## src/rtl/receptor_paridade_par.sv

```systemverilog
// Serial even-parity frame receiver: deserialises DATA_W bits (LSB first) plus one parity bit,
// strobes the word with a parity-error flag and keeps a saturating error count.
module receptor_paridade_par #(
    parameter int unsigned DATA_W = 8,
    parameter int unsigned ERR_W  = 4
) (
    input  logic              clk,
    input  logic              reset,
    input  logic              in_valid,
    input  logic              in_bit,
    input  logic              abort,
    output logic [DATA_W-1:0] out_data,
    output logic              out_valid,
    output logic              parity_err,
    output logic [ERR_W-1:0]  err_count,
    output logic              busy
);

    localparam int unsigned CNT_W = $clog2(DATA_W + 1);

    localparam logic [1:0] IDLE   = 2'd0;
    localparam logic [1:0] DATA   = 2'd1;
    localparam logic [1:0] PARITY = 2'd2;

    logic [1:0]        state_q, state_d;
    logic [CNT_W-1:0]  bit_cnt_q, bit_cnt_d;
    logic [DATA_W-1:0] sh_q, sh_d;
    logic              acc_q, acc_d;
    logic [DATA_W-1:0] data_d;
    logic              valid_d;
    logic              perr_d;
    logic [ERR_W-1:0]  count_d;

    always_comb begin
        state_d   = state_q;
        bit_cnt_d = bit_cnt_q;
        sh_d      = sh_q;
        acc_d     = acc_q;
        data_d    = out_data;
        valid_d   = 1'b0;
        perr_d    = 1'b0;
        count_d   = err_count;

        // Abort wins over a simultaneous bit; the partial word is simply dropped.
        if (abort) begin
            state_d   = IDLE;
            bit_cnt_d = '0;
            acc_d     = 1'b0;
        end else if (in_valid) begin
            case (state_q)
                IDLE: begin
                    sh_d[0]   = in_bit;
                    acc_d     = in_bit;
                    bit_cnt_d = CNT_W'(1);
                    state_d   = (DATA_W == 1) ? PARITY : DATA;
                end
                DATA: begin
                    for (int unsigned i = 0; i < DATA_W; i++) begin
                        if (bit_cnt_q == CNT_W'(i)) sh_d[i] = in_bit;
                    end
                    acc_d     = acc_q ^ in_bit;
                    bit_cnt_d = bit_cnt_q + 1'b1;
                    if (bit_cnt_d == CNT_W'(DATA_W)) state_d = PARITY;
                end
                PARITY: begin
                    data_d    = sh_q;
                    perr_d    = acc_q ^ in_bit;
                    valid_d   = 1'b1;
                    state_d   = IDLE;
                    bit_cnt_d = '0;
                    if (perr_d && (err_count != '1)) count_d = err_count + 1'b1;
                end
                default: begin
                    state_d   = IDLE;
                    bit_cnt_d = '0;
                end
            endcase
        end
    end

    always_ff @(posedge clk) begin
        if (reset) begin
            state_q    <= IDLE;
            bit_cnt_q  <= '0;
            sh_q       <= '0;
            acc_q      <= 1'b0;
            out_data   <= '0;
            out_valid  <= 1'b0;
            parity_err <= 1'b0;
            err_count  <= '0;
        end else begin
            state_q    <= state_d;
            bit_cnt_q  <= bit_cnt_d;
            sh_q       <= sh_d;
            acc_q      <= acc_d;
            out_data   <= data_d;
            out_valid  <= valid_d;
            parity_err <= perr_d;
            err_count  <= count_d;
        end
    end

    assign busy = (state_q != IDLE);

endmodule

```

## config.mk

```make
export PLATFORM = sky130hd
export DESIGN_NAME = receptor_paridade_par
export DESIGN_NICKNAME = d
export VERILOG_FILES = /design/src/rtl/receptor_paridade_par.sv
export SDC_FILE = /design/constraint.sdc
export NUM_CORES = 1
export LEC_CHECK = 0
export CELL_PAD_IN_SITES_DETAIL_PLACEMENT = 1
export CELL_PAD_IN_SITES_GLOBAL_PLACEMENT = 2
export CORE_UTILIZATION = 32
export CTS_CLUSTER_DIAMETER = 200
export CTS_CLUSTER_SIZE = 12
export DETAILED_ROUTE_END_ITERATION = 10
export PLACE_DENSITY_LB_ADDON = 0.1
export RECOVER_POWER = 25
export SKIP_LAST_GASP = 1
export SLEW_MARGIN = 20
export SYNTH_ARGS = -nofsm -noshare
export SYNTH_HDL_FRONTEND = slang
export SYNTH_SLANG_ARGS = --single-unit
```

## constraint.sdc

```tcl
create_clock -name clk -period 1.8 [get_ports clk]
set_input_delay 0.18 -clock clk [delete_from_list [all_inputs] [get_ports clk]]
set_output_delay 0.18 -clock clk [all_outputs]
set_load 0.02 [all_outputs]
```

After elaboration in Yosys (flattened, before gate mapping)
Cells that the tools add are included.
{"block": "word_totals", "regBits": 29, "input_bits": 5, "out_inout_bits": 15, "word_cells": 61}
{"block": "classes", "addsub": 2, "n_eq_ne": 13, "muxes": 7, "n_bitwise": 4, "reduce_logical": 20}
{"operator": "$reduce_and A4 Y1", "n": 9}
{"operator": "$eq A4 B3 Y1 const B", "n": 4}
{"operator": "$add A4 B1 Y4 const B", "n": 2}
{"operator": "$eq A4 B2 Y1 const B", "n": 2}
{"operator": "$pmux W4 S2", "n": 1}
{"operator": "$eq A4 B1 Y1 const B", "n": 1}
{"operator": "$eq A4 B4 Y1 const B", "n": 1}
{"operator": "$logic_not A4 Y1", "n": 1}
{"operator": "$ne A2 B2 Y1 const B", "n": 2}
{"operator": "$ne A4 B4 Y1 const B", "n": 1}
{"operator": "$pmux W1 S2", "n": 2}
{"operator": "$pmux W2 S2", "n": 1}
{"operator": "$reduce_and A2 Y1", "n": 2}
{"operator": "$reduce_bool A2 Y1", "n": 2}
{"operator": "$reduce_or A4 Y1", "n": 1}
{"operator": "$not A1 Y1", "n": 3}
{"operator": "$reduce_and A3 Y1", "n": 1}
{"operator": "$reduce_or A3 Y1", "n": 1}
{"operator": "$eq A2 B1 Y1 const B", "n": 1}
{"operator": "$eq A2 B2 Y1 const B", "n": 1}
{"operator": "$logic_not A2 Y1", "n": 1}
{"operator": "$mux W1", "n": 2}
{"operator": "$mux W2", "n": 1}
{"operator": "$reduce_or A2 Y1", "n": 1}
{"operator": "other kinds (2)", "n": 2}

Depth between registers and ports, before layout
{"block": "depth", "depth_word": 4, "ltp_mapped": 6, "mapped_depth_nobuf": 6}

Worst setup path before layout
No wires, ideal clock.
{"block": "synth_path", "path_type": "reg-to-reg", "start": "register bit_cnt_q[0]", "end": "register sh_q[0]", "setup_ns": 0.128, "arrival_ns": 1.559, "required_time_ns": 1.672, "path_slack_ns": 0.113, "stages_incl_launch_ff": 7, "n_path_buf": 0, "synth_period_minus_slack_ns": 1.687, "cell_sequence": "dfxtp_1 inv_1 ha_1 or3b_4 a2111oi_4 mux2i_1 nor2_1"}
{"block": "synth_between", "elab_chain_cells": 3}
{"item": "from (decl)", "line": "26", "text": "logic [CNT_W-1:0] bit_cnt_q, bit_cnt_d;"}
{"item": "from (signal assigned)", "line": "93", "text": "bit_cnt_q <= bit_cnt_d;"}
{"item": "$logic_not A4 Y1", "line": "59", "text": "if (bit_cnt_q == CNT_W'(i)) sh_d[i] = in_bit;"}
{"item": "$ne A2 B2 Y1 (no line)"}
{"item": "$reduce_and A4 Y1 (no line)"}
{"item": "to (signal assigned)", "line": "85", "text": "sh_q <= '0;"}
{"item": "to (signal assigned)", "line": "94", "text": "sh_q <= sh_d;"}
{"item": "to (decl)", "line": "27", "text": "logic [DATA_W-1:0] sh_q, sh_d;"}
No other way between the ends.
A chain may end at the register's enable or synchronous reset.

Final worst setup path
Ends and elaborated chain as after synthesis.

==> results.cfg <==
[yosys]
async_flop_share_pct = 0
synth_xor_xnor_area_share_pct = 2.624
synth_edf_count = 0
syn_area_um2 = 1335
yosysSeqAreaShare_pct = 43.49
synth-simple-area-share_pct = 25.02
synthCells = 152
synth_top_area_cell = dfxtp_1
netlist.area_leader.share_pct = 43.49
synth_top_family_by_area = simple AND/OR/NAND/NOR gates
ys_seq_elements = 29
syn_area_per_cell_um2 = 8.783
post_synth_num_cell_types = 32
synth_adder_area_share_pct = 4.686
yosysWarnings = 0
synth_area_leaders = dfxtp_1, mux2i_1, nand2_1
synth-compound-area-share_pct = 10.97
synth_flop_cell = dfxtp_1
synth_mux_area_share_pct = 8.247
syn_nets = 162

[timing]
tightestPinTransition_ns = 0.3926
maxSlewHeadroom_pct = 73.83
skew_ns = 0.005883
tns_ns = 0
grt_setup_unrepaired = no
finalHoldViolCount = 0
fmax_mhz = 584.4
drv_slew = 0
period_share_pct = 95.07
fin_crit_ns = 1.711
setup_viol = 0

[cells_and_area]
diodes = 0
syn_to_final_growth_pct = 30.27
utilization_pct = 43.48
drive_gt1_share_pct = 13.66
final_cells = 233
nets = 192

[routing]
viasPerCell = 4.906
drt_wl_total_mm = 3.218
dr.pass1.iters = 4
routed.top_layer = met4
vias = 1143
drc = 0
routed-wl-met3_um = 83
drtIter0Drc = 24
met1_length_mm = 1.561
routed-wl-met2_mm = 1.556
routedWlPerCell_um = 13.81
ant_nets = 0

[clock_tree]
worstSkewPairLatency_ns = 0.27
cts_tree = yes
path_clk_slew_ns = 0.07
cts_buffer_depth = 2
postCtsSetupBuffers = 0
cts_made_buffers = 5
cts-root-buf = clkbuf_8
cts.sinks = 29
cts.htree.levels = 2

[status]
status = finished, final reports clean

[setup_path]
crit_fanout = 2
cp-end-kind = register
path_class = reg2reg
cp.required_ns = 1.96
worstPathArrival_ns = 1.87
r2r_cells = 6
start_kind = register

[floorplanning]
die_area_um2 = 4434
chipWidth_um = 66.59
rows = 23
die_h_um = 66.59
ios = 20
core_area_um2 = 4000
start_util_pct = 33.38

[place]
gp_routability_congestion = 0.7304
placed_cells = 225
place_hpwl_mm = 2.416
portBuffers = 19

[global_route]
grt_pass1_wl_mm = 5.361
grt_pass1_vias = 1166
grt-ovfl-total = 0
grt_max_degree = 23
grtUsageTotal_pct = 16.51
antenna_found_initial = 0

[pwr]
peakVddDrop_uv = 419.6
netSwitchingPower_uw = 293.4
swShare_pct = 20.55
p_total_mw = 1.428
leakage_nw = 0.6833
power.density_nw_per_um2 = 820.9
power_frac_clock_pct = 48.7
p_comb_share_pct = 5.7
seqPwrFrac_pct = 45.7
intPower_mw = 1.134

[min_path]
worstHoldPathType = reg2reg
whs_path_depth = 2

[flow_run]
drv_cap = 0
## cells in the final DEF (no fill, tap or decap)
master / instances
dfxtp_1: 27
nand2_1: 22
nor2_1: 20
clkdlybuf4s50_1: 18
a21oi_1: 12
mux2i_1: 11
buf_4: 11
nand3_1: 10
clkbuf_8: 6
inv_1: 5
o21ai_0: 4
ha_1: 4
xor2_1: 3
nand4_1: 3
clkbuf_1: 3
nor2b_1: 2
a32oi_1: 2
dfxtp_2: 2
and4bb_1: 1
nand3b_1: 1
xnor2_1: 1
or2_2: 1
a211oi_1: 1
nand2b_1: 1
nor3_1: 1
and2_0: 1
or3_1: 1
a31oi_1: 1
o211ai_1: 1
nor4b_1: 1
and4bb_2: 1
or3b_4: 1
a2111oi_4: 1
ha_2: 1
bufinv_16: 1
dlygate4sd3_1: 1
## state kept, by name, indices dropped and copies added, names as in the netlist
signal / cells
out_data: 8
sh_q: 8
parity_err: 1
bit_cnt_q: 4
err_count: 4
out_valid: 1
acc_q: 1
state_q: 2
## synth_stat cells, types with 2 or more instances
master	n
xor2_1	3
clkbuf_1	4
dfxtp_1	29
o21ai_0	4
nand3_1	9
ha_1	5
nor2_1	20
nand4_1	3
nor2b_1	2
nand2_1	22
buf_4	3
mux2i_1	11
a21oi_1	12
inv_1	5
a32oi_1	2
buf_2	2
## critical path, cell delays in order, from the launching register on
cell       delay (ns)
dfxtp_1          0.31
inv_1            0.08
ha_2             0.18
or3b_4           0.39
a2111oi_4        0.36
mux2i_1          0.22
nor2_1           0.05
## per-stage QoR
| stage | worst slack, ns | instance area, µm² | hold slack (ns) |
|---|---|---|---|
| floorplan | 0.1130 | 1335 | 0.2599 |
| global placement | 0.1573 | 1638 | 0.4390 |
| detailed placement | 0.09745 | 1638 | 0.4506 |
| global route | 0.006158 | 1739 | 0.4791 |
| finish | 0.08878 | 1739 | 0.4547 |
| CTS | 0.03744 | 1755 | 0.4597 |
## final cells by class
cell class	instances	area [µm²]
inverter	5	18.77
fill	475	2261
timing repair buffer	32	280.3
sequential	29	583.1
multi-input combinational	109	678.2
clock buffer	7	86.33
clock inverter	1	30.03
tap	50	62.56
## worst paths after layout
| path | start | endpoint | slack (ns) |
|---|---|---|---|
| setup / recovery | bit_cnt_q[0] | sh_q[0] | 0.09 |
| hold / removal | out_data[4] | out_data[4] | 0.45 |
| setup reg to reg | bit_cnt_q[0] | sh_q[0] | 0.09 |
| hold reg to reg | out_data[4] | out_data[4] | 0.45 |
## what timing repair did
action | in CTS | in global routing
resized for setup | 1 | 2
endpoints found under the setup margin | 1 | 2
pin swaps | 0 | 0
hold buffers | 0 | 0
## per-layer routing
| layer | track usage, % | up-vias |
|---|---|---|
| met1 | 20.27 | 549 |
| met5 | 0 | - |
| li1 | - | 577 |
| met4 | 4.787 | 0 |
| met2 | 28.03 | 15 |
| met3 | 4.281 | 2 |
## cell families (layout without fill, tap and decap cells)
group / after synthesis / in the layout
adders and majority gates: 5 / 5
DFF: 29 / 29
and+or+nand+nor: 67 / 67
AOI/OAI and AO/OA: 22 / 22
muxes: 11 / 11
buffers and inverters: 14 / 45
xor gates and xnor gates: 4 / 4
## power groups by stage
stage	clock (mW)	sequential, mW	combinational (mW)
after global placement	0	0.666	0.0823
after CTS	0.715	0.652	0.0845
after floorplan	0	0.663	0.0508
after detailed placement	0	0.666	0.0841
after global routing	0.747	0.652	0.0897
final	0.695	0.652	0.0811
Note: power is estimated with default switching activity, not from simulation.
